### src/rtl/block_dispatcher.sv
// rtl/block_dispatcher.sv - kernel block dispatcher: splits thread_count into blocks and
// hands them to idle compute cores, reclaiming each core on completion.
module block_dispatcher #(
   parameter int NUM_CORES         = 2,
   parameter int THREADS_PER_BLOCK = 4,
   localparam int TC_W             = $clog2(THREADS_PER_BLOCK + 1)
) (
   input  logic                      clk,
   input  logic                      reset,
   input  logic                      start,
   input  logic [7:0]                thread_count,
   input  logic [NUM_CORES-1:0]      core_done,
   output logic [NUM_CORES-1:0]      core_start,
   output logic [NUM_CORES-1:0]      core_reset,
   output logic [NUM_CORES*8-1:0]    core_block_id,
   output logic [NUM_CORES*TC_W-1:0] core_thread_count,
   output logic                      done
);

   localparam int TPB_SH = $clog2(THREADS_PER_BLOCK);

   typedef enum logic [1:0] {IDLE, RUN, DONE} state_t;
   state_t state, state_next;

   logic [8:0]           total_blocks;
   logic [8:0]           remaining;
   logic [8:0]           blocks_dispatched;
   logic [8:0]           blocks_done;
   logic [8:0]           total_calc;
   logic [NUM_CORES-1:0] dispatch_sel;
   logic [NUM_CORES-1:0] retire;
   logic [8:0]           retire_count;
   logic                 found;
   logic                 dispatch_ok;
   logic [TC_W-1:0]      blk_threads;

   assign total_calc  = ({1'b0, thread_count} + 9'(THREADS_PER_BLOCK - 1)) >> TPB_SH;
   assign blk_threads = (remaining > 9'(THREADS_PER_BLOCK)) ? TC_W'(THREADS_PER_BLOCK)
                                                            : remaining[TC_W-1:0];

   always_ff @(posedge clk) begin
      if (reset) state <= IDLE;
      else       state <= state_next;
   end

   always_comb begin
      state_next = state;
      case (state)
         IDLE: if (start) state_next = (thread_count == 8'd0) ? DONE : RUN;
         RUN:  if (blocks_done == total_blocks) state_next = DONE;
         DONE: if (!start) state_next = IDLE;
         default: state_next = IDLE;
      endcase
   end

   // Lowest free core wins; a retiring core only becomes free after its core_reset registers.
   always_comb begin
      dispatch_sel = '0;
      found        = 1'b0;
      retire_count = 9'd0;
      for (int i = 0; i < NUM_CORES; i++) begin
         if (core_reset[i] && !found) begin
            dispatch_sel[i] = 1'b1;
            found           = 1'b1;
         end
      end
      dispatch_ok = (state == RUN) && (blocks_dispatched < total_blocks) && found;
      retire      = (state == RUN) ? (core_start & core_done) : '0;
      for (int i = 0; i < NUM_CORES; i++)
         retire_count = retire_count + {8'd0, retire[i]};
   end

   always_ff @(posedge clk) begin
      if (reset) begin
         total_blocks      <= '0;
         remaining         <= '0;
         blocks_dispatched <= '0;
         blocks_done       <= '0;
         core_start        <= '0;
         core_reset        <= '1;
         core_block_id     <= '0;
         core_thread_count <= '0;
         done              <= 1'b0;
      end else begin
         done <= (state_next == DONE);
         if (state == IDLE && start) begin
            total_blocks      <= total_calc;
            remaining         <= {1'b0, thread_count};
            blocks_dispatched <= '0;
            blocks_done       <= '0;
         end
         if (state == RUN) begin
            if (state_next == DONE) begin
               core_start <= '0;
               core_reset <= '1;
            end else begin
               for (int i = 0; i < NUM_CORES; i++) begin
                  if (retire[i]) begin
                     core_start[i] <= 1'b0;
                     core_reset[i] <= 1'b1;
                  end
                  if (dispatch_ok && dispatch_sel[i]) begin
                     core_start[i]                      <= 1'b1;
                     core_reset[i]                      <= 1'b0;
                     core_block_id[8*i +: 8]            <= blocks_dispatched[7:0];
                     core_thread_count[TC_W*i +: TC_W]  <= blk_threads;
                  end
               end
               blocks_done <= blocks_done + retire_count;
               if (dispatch_ok) begin
                  blocks_dispatched <= blocks_dispatched + 9'd1;
                  remaining         <= remaining - 9'(blk_threads);
               end
            end
         end
      end
   end

endmodule

### config.mk
export PLATFORM = sky130hd
export DESIGN_NAME = block_dispatcher
export DESIGN_NICKNAME = d
export VERILOG_FILES = /design/src/rtl/block_dispatcher.sv
export SDC_FILE = /design/constraint.sdc
export NUM_CORES = 1
export LEC_CHECK = 0
export ABC_AREA = 0
export BUFFER_PORTS_ARGS = -buffer_cell sky130_fd_sc_hd__buf_2
export CAP_MARGIN = 20
export CORE_MARGIN = 2
export CORE_UTILIZATION = 52
export DETAILED_ROUTE_END_ITERATION = 16
export PLACE_DENSITY = 0.84
export SLEW_MARGIN = 15
export SYNTH_ARGS = -nofsm -noshare
export SYNTH_HDL_FRONTEND = slang
export SYNTH_SLANG_ARGS = --single-unit
export TNS_END_PERCENT = 20
### constraint.sdc
create_clock -name clk -period 2 [get_ports clk]
set_input_delay 0 -clock clk [delete_from_list [all_inputs] [get_ports clk]]
set_output_delay 0 -clock clk [all_outputs]
set_load 0.01 [all_outputs]
== Word-level counts from Yosys, hierarchy flattened ==
Cells that the tools add are included.

* Register bits after elaboration: 63
* Latch bits: 0
* Memory bits (writable): 0
* Bits in read-only memories: 0
* Input bits: 13
* Output and inout port bits: 27
* Logic and storage cells: 73
* Memories kept: 0

* $add $sub $neg: 5
* Multipliers: 0
* Divide/modulo/power cells: 0
* Magnitude comparators: 2
* Eq/ne operators: 4
* Shift-type cells: 0
* Multiplexer cells: 31
* Bitwise logic cells: 2
* Reduce and logical (&&, ||, !) cells: 15

{| class="wikitable"
|+ Operators by type and width
! kind !! count
|-
| $mux 9 || 11
|-
| $mux 2 || 7
|-
| $mux 1 || 11
|-
| $add 8x2->9 const B || 1
|-
| $add 9x1->9 const B || 1
|-
| $add 9x2->9 || 1
|-
| $eq 9x7->1 || 1
|-
| $gt 9x3->1 const B || 1
|-
| $lt 9x7->1 || 1
|-
| $sub 9x3->9 || 1
|-
| $logic_not 8->1 || 1
|-
| $logic_and 1x1->1 || 6
|-
| $pmux 2 s3 || 1
|-
| $reduce_and 3->1 || 2
|-
| $reduce_bool 3->1 || 2
|-
| $eq 2x2->1 const B || 2
|-
| $reduce_and 2->1 || 2
|-
| $mux 3 || 1
|-
| $add 1x1->2 || 1
|-
| $and 2x2->2 || 1
|-
| $eq 2x1->1 const B || 1
|-
| $logic_not 2->1 || 1
|-
| $logic_not 1->1 || 1
|-
| $not 1->1 || 1
|}

== Depth between registers and ports, before layout ==
Gate-level depths: netlist of the first run.

* Depth in word-level cells: 8
* Mapped depth: 12
* Gate-level depth less buffers: 11

== Least setup slack after synthesis of the first run ==
No wires, ideal clock.

* Path type: reg2reg
* From: reg state[0]
* To: reg blocks_done[8]
* Setup time: 0.078 ns
* Arrival: 2.153 ns
* Required time: 1.922 ns
* Slack: -0.231 ns
* Cell stages (with the launch flop): 13
* Cells stage by stage: dfxtp_1 nor2b_2 buf_6 nand3_1 fa_1 inv_1 ha_1 and3_1 nand3_1 or2_2 nor2_1 nor2_1 nor3_1

* Cells in the longest elaborated chain, start to end: 6

{| class="wikitable"
|+ Ends and longest elaborated chain
! what !! RTL line !! RTL
|-
| start: declaration || 23 || <nowiki>state_t state, state_next;</nowiki>
|-
| start signal: assignment || 43 || <nowiki>else state <= state_next;</nowiki>
|-
| $eq 2x1->1 || 48, 68, 92 ||
|-
| $mux 2 || 68 || <nowiki>retire = (state == RUN) ? (core_start & core_done) : '0;</nowiki>
|-
| $add 1x1->2 || 70 || <nowiki>retire_count = retire_count + {8'd0, retire[i]};</nowiki>
|-
| $add 9x2->9 || 109 || <nowiki>blocks_done <= blocks_done + retire_count;</nowiki>
|-
| $mux 9 || 93 || <nowiki>if (state_next == DONE) begin</nowiki>
|-
| $mux 9 * || 92 || <nowiki>if (state == RUN) begin</nowiki>
|-
| end signal: assignment || 109 ||
|-
| end: declaration || 28 || <nowiki>logic [8:0] blocks_done;</nowiki>
|}

Mark *: on every way between the ends. The rest lies on a longest branch, timed or not.
A chain may end at the register's enable or synchronous reset.

== Final worst setup path of the first run ==
* From: reg state[0]
* To: reg blocks_done[5]

The elaborated chain is that of the path after synthesis.

==> run_results.csv, run 1 <==
group,metric,value,unit
sta,max_freq,467,MHz
detailed_routing,drc,0,
power_and_ir_drop,vdd_drop_max,0.000556,V
floorplanning,die_h,82.9,um
hold_path,min_path_type,"primary input to flop",
logic_synthesis,synthArstFlopShare,0,%
detailed_routing,vias,3527,
global_route,grt-ovfl-total,0,
sta,slew_headroom,66.8,%
floorplanning,rows,28,
finish,syn_to_final_growth,37.6,%
logic_synthesis,ys_ff_latch,63,
detailed_routing,via_per_inst,6.34,
global_route,grt_pass1_vias,3277,
logic_synthesis,synth_area_leaders,"dfxtp_1, mux2i_1, nor2_1",
logic_synthesis,yosysWarnings,0,
clocking,cts_tree,"built",
finish,antennaDiodeCount,0,
logic_synthesis,synth_top_cell_by_area,"dfxtp_1",
logic_synthesis,synth_cell_types,52,
detailed_routing,first_iter_violations,502,
floorplanning,die_w,82.9,um
logic_synthesis,syn_nets,409,
critical_path,crit_start,"state[0]$_SDFF_PP0_",
logic_synthesis,synth_ff_type,"dfxtp_1",
finish,final_util,74.7,%
floorplanning,dieArea,0.00687,mm2
critical_path,cp_top_family,"simple AND/OR/NAND/NOR gates",
logic_synthesis,synth_area_per_cell,8.38,um2
floorplanning,initial_utilization,54.3,%
critical_path,rr_startpoint,"state[0]$_SDFF_PP0_",
critical_path,worstPathCellList,"nor2b_4 > nand3_2 > fa_2 > and3b_2 > nand3_2 > or4_1 > a31oi_1",
detailed_routing,drtPass1Iterations,6,
finish,layout-drive-gt1-share,37.6,%
run_status,status,"complete, but fails checks",
critical_path,cp-start-kind,"flop",
critical_path,worstPathRequired,2270,ps
clocking,cts.htree.levels,3,
finish,final_nets,499,
run_status,violations,"negative setup slack",
sta,hold_viol_final,0,
clocking,insertion_delay,360,ps
sta,slew_violations,0,
sta,worstMarginPinSlew,494,ps
logic_synthesis,synth_edf_count,0,
power_and_ir_drop,p_leak,1.90,nW
critical_path,crit_buf_inv,0,
critical_path,path_common_cell,"nand3_2",
placed_design,place_area,0.00393,mm2
clocking,cts_buffers,9,
placed_design,io_buffers,39,
logic_synthesis,synth.top_cell.area_share,39.0,%
logic_synthesis,syn_inst,386,
floorplanning,core_area,0.00596,mm2
power_and_ir_drop,power.density,709,mW/mm2
sta,min_period,2140,ps
detailed_routing,ant_nets,0,
logic_synthesis,synth_area,0.00324,mm2
critical_path,crit_arrival,2410,ps
sta,fin_crit_sh,107,%
placed_design,gp_congestion,0.945,
finish,fill_cells,371,
critical_path,cp_slowest_cell,"or4_1",
placed_design,dp.final_hpwl,6140,um
clocking,cts_max_path_buffers,2,
sta,rsz0062_at_grt,"true",
global_route,grt_pass1_wl,15400,um
sta,finalSetupViolations,24,
sta,finClkSkew,8.53,ps
detailed_routing,drt-total-wl,10700,um
sta,setup_slack,-140,ps
critical_path,cp_max_fo,3,
job,maxCapViolCount,0,
hold_path,hold_path.startpoint,"thread_count[4]",
logic_synthesis,ys_seq_area_share,39.0,%
detailed_routing,wl_per_cell,19.3,um
critical_path,path_class,"flop to flop",
finish,finalInstanceArea,0.00445,mm2
global_route,grt_max_degree,27,
clocking,clock_sink_count,63,
clocking,path_clk_slew,80,ps
clocking,root_buffer,"clkbuf_8",
global_route,grtUsageTotal,27.8,%
global_route,antenna_found_initial,0,
critical_path,max_stage_delay,420,ps
critical_path,cp-end-kind,"flop",
floorplanning,pin_count,40,
sequential cells by signal (all words and copies together), names as in the netlist:
signal,cells
core_block_id,16
blocks_dispatched,9
blocks_done,9
remaining,9
total_blocks,7
core_thread_count,6
core_reset,2
core_start,2
state,2
done,1
cell type report:
cell class | instances | area (um2) | share of cell area [%]
repair buffers | 100 | 718 | 16.1
multi-input cells | 291 | 2120 | 47.7
clock buffers | 10 | 128 | 2.87
inverters | 11 | 41.3 | 0.927
flip-flops and latches | 63 | 1280 | 28.9
well taps | 75 | 93.8 | 2.11
clock inverters | 6 | 61.3 | 1.38
metrics by stage:
step | std cells | power [W] | hold slack (ps) | TNS (ps) | worst slack, ps
after floorplan | 386 | 0.00170 | 159 | -138 | -115
after global placement | 528 | 0.00190 | 311 | -64.0 | -37.4
after detailed placement | 528 | 0.00192 | 329 | -1050 | -131
after CTS | 553 | 0.00303 | 2.11 | -176 | -27.3
after global routing | 556 | 0.00325 | 20.2 | -2700 | -207
final | 556 | 0.00316 | 4.21 | -1130 | -140
synthesized netlist by cell type (9+ instances only):
cell type   n
nand3_1     9
mux2i_1    19
clkbuf_1   13
nand2b_1   13
a21oi_1    25
a211oi_1   10
dfxtp_1    63
o21ai_0    26
nor3_1     11
nand2_1    27
inv_1      11
nor2_1     45
ha_1        9
worst register-to-register path, delay by kind of cell, from the launching register on:
kind	cells	cell delay, ps
adders and majority gates	1	380
and+or+nand+nor	5	1120
DFF	1	350
AOI/OAI and AO/OA	1	210
logic make-up (layout without fill, tap and decap cells):
family,after synthesis,count (layout),synth area share (%)
simple gates,160,160,25.9
compound gates,90,90,17.6
flops,63,63,39.0
buf+inv,32,127,4.37
mux,19,19,5.88
xor+xnor,11,11,2.98
fa+ha+maj,10,10,4.10
other cells,1,1,0.116
routing by layer:
layer / part of all wire [%] / GRT usage [%] / vias to the layer above
li1: - / - / 1558
met1: 38 / 32.6 / 1621
met2: 48 / 46.0 / 263
met3: 8.1 / 5.57 / 85
met4: 5.3 / 18.2 / 0
met5: 0 / 0 / -
cells in the final DEF, fill, tap and decap left out, types with 11 or more instances in the layout:
master	netlist	layout
a21oi_1	25	21
buf_2	5	39
buf_4	0	49
dfxtp_1	63	48
dfxtp_2	0	13
mux2i_1	19	19
nand2_1	27	20
nand2b_1	13	13
nor2_1	45	42
nor3_1	11	11
o21ai_0	26	14
report_power, final:
| part | internal [W] | switching (W) |
|---|---|---|
| logic | 0.000309 | 0.000411 |
| clock network | 0.000571 | 0.000541 |
| registers | 0.00129 | 0.0000351 |
worst paths after layout:
| kind | to | slack [ps] | depth (start not counted) |
|---|---|---|---|
| min | remaining[4]$_SDFF_PP0_ | 4 | 3 |
| max | blocks_done[5]$_SDFF_PP0_ | -140 | 7 |
| min reg2reg | core_thread_count[2]$_SDFFE_PP0P_ | 490 | 2 |
| max reg2reg | blocks_done[5]$_SDFF_PP0_ | -140 | 7 |
timing repair:
item / in CTS / in global routing
pin swaps: 12 / 28
endpoints found under the hold margin: 5 / 0
setup endpoints to repair: 26 / 47
gates cloned: 0 / 0
buffers inserted: 5 / 3
resized for setup: 17 / 50
hold buffers: 5 / 0
Note: power is estimated with default switching activity, not from simulation.
==> run 2: changes to the inputs <==
==> constraint.sdc (replaced) <==
create_clock -name clk -period 2 [get_ports clk]
set_input_delay 0.2 -clock clk [delete_from_list [all_inputs] [get_ports clk]]
set_output_delay 0.2 -clock clk [all_outputs]
set_load 0.01 [all_outputs]
==> run 2 against run 1 <==
Net effect:
- the flow still finishes with violations (negative setup slack)
- final cell count down 0.90%
- critical path depth is 1 higher
- count of clock-buffer cells in the layout unchanged
- sequential share of layout area increased by 0.31 points
- sequential power is essentially flat
- wire length is 10% lower
- via count fell by 5.9%
- first-iteration DRC count decreased by 45%
- worst setup slack better by 35 ps
- sequential cell count stayed put
- utilization is 1.2 points lower
- combinational power fell by 2%
- critical endpoint is now core_block_id[10]$_SDFFE_PP0P_
- largest cell class unchanged
- highest routed layer unchanged
==> run_results.csv, run 2 (synthesized netlist as in run 1, its figures left out) <==
group,metric,value,unit
run_status,status,"complete, but fails checks",
run_status,violations,"negative setup slack",
clocking,root_buffer,"clkbuf_8",
sta,hold_viol_final,0,
placed_design,io_buffers,39,
global_route,grt.busiest_layer,"met2",
global_route,grt_pass1_wl,14800,um
global_route,grt-ovfl-total,0,
global_route,grt_pass1_vias,3138,
clocking,cts.htree.levels,3,
critical_path,r2r_setup_slack,-110,ps
finish,antennaDiodeCount,0,
finish,final_cells,551,
sta,fin_crit_sh,105,%
clocking,hold_buffers,0,
sta,setup_slack,-106,ps
sta,finClkSkew,10.3,ps
floorplanning,initial_utilization,54.3,%
finish,layout-drive-gt1-share,35.7,%
critical_path,rr_startpoint,"blocks_dispatched[4]$_SDFF_PP0_",
detailed_routing,drt-total-wl,9670,um
global_route,grtUsageTotal,26.7,%
global_route,grt_max_degree,33,
placed_design,dp.cells,527,
finish,multi_input_area,0.00210,mm2
clocking,cts_buffers,9,
finish,layout_common_cells,"dfxtp_1, buf_4, nor2_1",
global_route,use_met3,6.36,%
critical_path,r2r_cells,8,
detailed_routing,drtPass1Iterations,5,
sta,max_freq,475,MHz
finish,top_register,"core_block_id",
finish,largest_reg_flops,16,
critical_path,cp-end-kind,"flop",
floorplanning,dieArea,0.00687,mm2
clocking,path_clk_slew,70,ps
hold_path,hold_path.startpoint,"thread_count[2]",
critical_path,crit_buf_inv,1,
power_and_ir_drop,p_leak,1.87,nW
detailed_routing,wl_per_cell,17.5,um
hold_path,hold-path-cell-count,3,
critical_path,worstPathRequired,2250,ps
global_route,use_met2,44.6,%
placed_design,place_area,0.00392,mm2
placed_design,dp.final_hpwl,6050,um
detailed_routing,first_iter_violations,276,
detailed_routing,vias,3320,
placed_design,gp_congestion,0.962,
critical_path,cp_slowest_cell,"or3_4",
floorplanning,die_w,82.9,um
finish,syn_to_final_growth,35.3,%
critical_path,cp-start-kind,"flop",
sta,slew_violations,0,
clocking,insertion_delay,360,ps
clocking,clock_sink_count,63,
hold_path,min_to,"remaining[2]$_SDFF_PP0_",
sta,min_period,2110,ps
critical_path,worstPathCellList,"ha_4 > a21oi_4 > o2111ai_4 > a21o_4 > or3_4 > clkbuf_16 > mux2i_1 > nor2_1",
global_route,antenna_found_initial,0,
sta,finalSetupViolations,17,
finish,seqCellArea,0.00128,mm2
power_and_ir_drop,power.density,713,mW/mm2
critical_path,r2r-end,"core_block_id[10]$_SDFFE_PP0P_",
clocking,cts_max_path_buffers,2,
global_route,use_met1,32.3,%
sta,rsz0062_at_grt,"true",
detailed_routing,via_per_inst,6.03,
critical_path,path_class,"flop to flop",
detailed_routing,ant_nets,0,
floorplanning,rows,28,
finish,fill_cells,389,
finish,final_nets,494,
floorplanning,pin_count,40,
floorplanning,die_h,82.9,um
job,maxCapViolCount,0,
critical_path,cp_top_family,"compound AO/OA/AOI/OAI gates",
finish,layout_commonest_cell,"dfxtp_1",
critical_path,max_stage_delay,380,ps
finish,finalInstanceArea,0.00438,mm2
hold_path,min_path_type,"primary input to flop",
clocking,cts_tree,"built",
critical_path,crit_arrival,2350,ps
power_and_ir_drop,vdd_drop_max,0.000586,V
critical_path,cp_max_fo,5,
floorplanning,core_area,0.00596,mm2
detailed_routing,drc,0,
## run 2: changes by cell type in the layout (fill, tap and decap cells not counted), moves of 2 or more
| cell | delta |
|---|---|
| o21ai_2 | -2 |
| dfxtp_1 | +4 |
| buf_6 | -2 |
| o21ai_0 | +8 |
| inv_1 | +2 |
| dlygate4sd3_1 | -5 |
| dfxtp_2 | -3 |
| inv_2 | -2 |
| o21ai_1 | -5 |
## run 2: final cells by class
class,count,share of cell area [%]
flip-flops and latches,63,29.2
clock buffers,10,2.91
multi-input cells,291,48.0
well taps,75,2.14
repair buffers,95,15.4
inverters,11,0.943
clock inverters,6,1.40
## run 2: layer usage
layer,wire (um),vias up
met1,3990,1581
met5,0,-
li1,-,1547
met3,570,33
met4,309,0
met2,4800,159
## run 2: worst max path at each step
stage,startpoint,endpoint,slack (ps),cells after the start
after floorplan,state[0]$_SDFF_PP0_,blocks_done[8]$_SDFF_PP0_,-120,12
after global placement,state[0]$_SDFF_PP0_,blocks_done[8]$_SDFF_PP0_,-40,11
after detailed placement,remaining[7]$_SDFF_PP0_,remaining[6]$_SDFF_PP0_,-150,9
after CTS,remaining[4]$_SDFF_PP0_,remaining[6]$_SDFF_PP0_,-50,9
after global routing,state[0]$_SDFF_PP0_,blocks_done[8]$_SDFF_PP0_,-180,11
final,blocks_dispatched[4]$_SDFF_PP0_,core_block_id[10]$_SDFFE_PP0P_,-110,8
## run 2: where the power goes
part | switching (W) | leakage [nW] | internal [W]
Sequential | 0.0000319 | 0.515 | 0.00129
Clock | 0.000525 | 0.0960 | 0.000571
Combinational | 0.000393 | 1.25 | 0.000311
Total | 0.000949 | 1.87 | 0.00217
## run 2: tightest hold or removal path: stages
cell	delay, ps
buf_2	120
nand2_1	60
a311oi_1	80
## run 2: metrics by stage
step / setup WS, ps / power (W) / utilization [%] / setup TNS (ps) / hold WS (ps)
floorplan: -115 / 0.00170 / - / -138 / 359
global placement: -40.9 / 0.00190 / 65.8 / -68.2 / 449
detailed placement: -149 / 0.00192 / 65.8 / -1040 / 455
CTS: -51.9 / 0.00303 / 70.9 / -233 / 153
global route: -181 / 0.00324 / 73.5 / -2450 / 186
finish: -106 / 0.00312 / 73.5 / -604 / 150
## run 2: timing repair
action | 4_1_cts | 5_1_grt
setup endpoints to repair | 20 | 40
setup buffers | 3 | 4
pin swaps | 17 | 17
resized for setup | 23 | 24
cloned | 0 | 2
==> run 3: changes to the inputs <==
- TNS_END_PERCENT: 20 -> 5
==> run 3 against run 2 <==
Net effect:
- the flow still finishes with violations (negative setup slack)
- die area did not move
- critical path type unchanged
- clock power rose by 18%
- combinational power rose by 0.6%
- final cell count rose by 1.8%
- total power rose by 6.4%
- worst setup slack got worse by 63 ps
- clock skew barely moved
- cell area rose by 1.7%
- sequential cell count did not move
==> run_results.csv, run 3 (synthesized netlist as in run 1, its figures left out) <==
group,metric,value,unit
sta,min_period,2170,ps
sta,worstMarginPinSlew,554,ps
sta,hold_viol_final,0,
clocking,clock_sink_count,63,
sta,slew_headroom,62.7,%
finish,finalInstanceArea,0.00445,mm2
sta,final.setup.tns,-1190,ps
finish,layout_commonest_cell,"buf_4",
critical_path,cp_slowest_cell,"or4_4",
detailed_routing,wl_per_cell,18.5,um
power_and_ir_drop,switching_share,29.3,%
critical_path,cp_top_family,"simple AND/OR/NAND/NOR gates",
placed_design,io_buffers,39,
global_route,grt_max_degree,30,
global_route,grt-ovfl-total,0,
critical_path,max_stage_delay,550,ps
finish,seqCellArea,0.00127,mm2
detailed_routing,drt-total-wl,10400,um
placed_design,dp.final_hpwl,6500,um
floorplanning,core_area,0.00596,mm2
sta,rsz0062_at_grt,"true",
finish,antennaDiodeCount,0,
hold_path,hold_path.startpoint,"thread_count[5]",
critical_path,path_common_cell,"nand2_2",
sta,slew_violations,0,
finish,fill_cells,391,
placed_design,place_area,0.00392,mm2
power_and_ir_drop,p_leak,1.91,nW
clocking,cts_buffers,9,
floorplanning,die_w,82.9,um
clocking,insertion_delay,360,ps
critical_path,crit_buf_inv,0,
sta,setup_slack,-168,ps
clocking,cts_max_path_buffers,2,
detailed_routing,drtPass1Iterations,5,
detailed_routing,via_per_inst,6.07,
detailed_routing,ant_nets,0,
run_status,violations,"negative setup slack",
global_route,antenna_found_initial,0,
floorplanning,dieArea,0.00687,mm2
clocking,path_clk_slew,70,ps
finish,layout_common_cells,"buf_4, dfxtp_1, nor2_1",
finish,largest_reg_flops,16,
finish,multi_input_area,0.00209,mm2
finish,final_nets,504,
power_and_ir_drop,p_clk_share,39.0,%
detailed_routing,first_iter_violations,284,
sta,finClkSkew,10.0,ps
critical_path,path_class,"flop to flop",
power_and_ir_drop,p_comb_share,21.3,%
critical_path,r2r_setup_slack,-170,ps
detailed_routing,vias,3408,
critical_path,r2r-end,"remaining[6]$_SDFF_PP0_",
critical_path,cp-start-kind,"flop",
finish,syn_to_final_growth,37.6,%
sta,max_freq,461,MHz
power_and_ir_drop,internal_power,0.00235,W
critical_path,worstPathCellList,"or4_4 > nor2_4 > nand2_2 > nand2_2 > ha_4 > nor2b_4 > a211oi_2 > and3_1 > a311oi_2",
power_and_ir_drop,vdd_drop_max,0.000480,V
critical_path,crit_arrival,2420,ps
sta,fin_crit_sh,108,%
critical_path,cp_max_fo,3,
critical_path,cp-end-kind,"flop",
floorplanning,pin_count,40,
run_status,status,"complete, but fails checks",
global_route,grt_pass1_vias,3095,
job,maxCapViolCount,0,
power_and_ir_drop,seq_power_share,39.7,%
clocking,hold_buffers,0,
hold_path,min_to,"remaining[5]$_SDFF_PP0_",
sta,finalSetupViolations,19,
critical_path,r2r_cells,9,
critical_path,worstPathRequired,2250,ps
clocking,root_buffer,"clkbuf_8",
clocking,cts_tree,"built",
hold_path,min_path_type,"primary input to flop",
floorplanning,initial_utilization,54.3,%
floorplanning,rows,28,
global_route,grtUsageTotal,28.3,%
finish,layout-drive-gt1-share,37.7,%
finish,top_register,"core_block_id",
critical_path,rr_startpoint,"remaining[6]$_SDFF_PP0_",
power_and_ir_drop,netSwitchingPower,0.000973,W
placed_design,gp_congestion,0.873,
floorplanning,die_h,82.9,um
global_route,grt_pass1_wl,15600,um
power_and_ir_drop,power.density,747,mW/mm2
detailed_routing,drc,0,
clocking,cts.htree.levels,3,
hold_path,hold-path-cell-count,3,
run 3: cell types whose count changed in the layout (fill, tap and decap cells not counted), moves of 2 or more:
cell      previous run  this run
o21ai_1              4         2
clkinv_4             1         3
nand2_2              7         3
buf_12               3         1
nand2_1             20        23
buf_4               49        61
clkinv_2             3         0
nor2_1              42        40
nor2_2               1         4
run 3: what timing repair did:
action	CTS	global route
buffers inserted	6	4
gates resized for setup	28	32
pin swaps	18	15
setup endpoints to repair	28	46
gates cloned	1	0
run 3: routing by layer:
layer	GRT usage (%)	vias to the layer above	share of wire [%]
li1	-	1566	-
met1	36.1	1627	40
met2	46.6	184	50
met3	6.86	31	7.6
met4	10.3	0	2.8
met5	0	-	0
run 3: power by group through the flow:
stage	Combinational, W	Sequential (W)	Clock [W]
after floorplan	0.000348	0.00135	0
after global placement	0.000566	0.00134	0
after detailed placement	0.000581	0.00134	0
after CTS	0.000622	0.00132	0.00129
after global routing	0.000758	0.00132	0.00136
final	0.000708	0.00132	0.00130
run 3: per-stage QoR:
step	utilization [%]	instances	power (W)	hold slack (ps)	worst slack (ps)
after detailed placement	65.8	535	0.00192	457	-154
after floorplan	-	386	0.00170	359	-115
after global routing	74.8	561	0.00344	182	-301
final	74.8	561	0.00332	175	-168
after global placement	65.8	535	0.00191	451	-85.3
after CTS	72.2	557	0.00323	167	-40.7
run 3: worst max-delay path by stage:
| stage | from | end | slack, ps | cells after the start |
|---|---|---|---|---|
| 2_1_floorplan | state[0]$_SDFF_PP0_ | blocks_done[8]$_SDFF_PP0_ | -120 | 12 |
| 3_3_place_gp | total_blocks[4]$_SDFFE_PP0P_ | core_thread_count[5]$_SDFFE_PP0P_ | -90 | 9 |
| 3_5_place_dp | remaining[7]$_SDFF_PP0_ | remaining[6]$_SDFF_PP0_ | -150 | 9 |
| 4_1_cts | remaining[5]$_SDFF_PP0_ | remaining[6]$_SDFF_PP0_ | -40 | 9 |
| 5_1_grt | remaining[6]$_SDFF_PP0_ | remaining[6]$_SDFF_PP0_ | -300 | 9 |
| 6_report | remaining[6]$_SDFF_PP0_ | remaining[6]$_SDFF_PP0_ | -170 | 9 |
run 3: worst reg2reg max path, cell delays in order (launching register included):
cell and delay, ps:
dfxtp_2 320, or4_4 550, nor2_4 150, nand2_2 80
nand2_2 110, ha_4 150, nor2b_4 160, a211oi_2 80
and3_1 210, a311oi_2 270
run 3: area by class of cell:
type | count | share of cell area, %
Clock inverter | 6 | 2.11
Sequential cell | 63 | 28.6
Tap cell | 75 | 2.11
Multi-Input combinational cell | 291 | 47.0
Clock buffer | 10 | 3.09
Inverter | 11 | 0.927
Timing Repair Buffer | 105 | 16.2
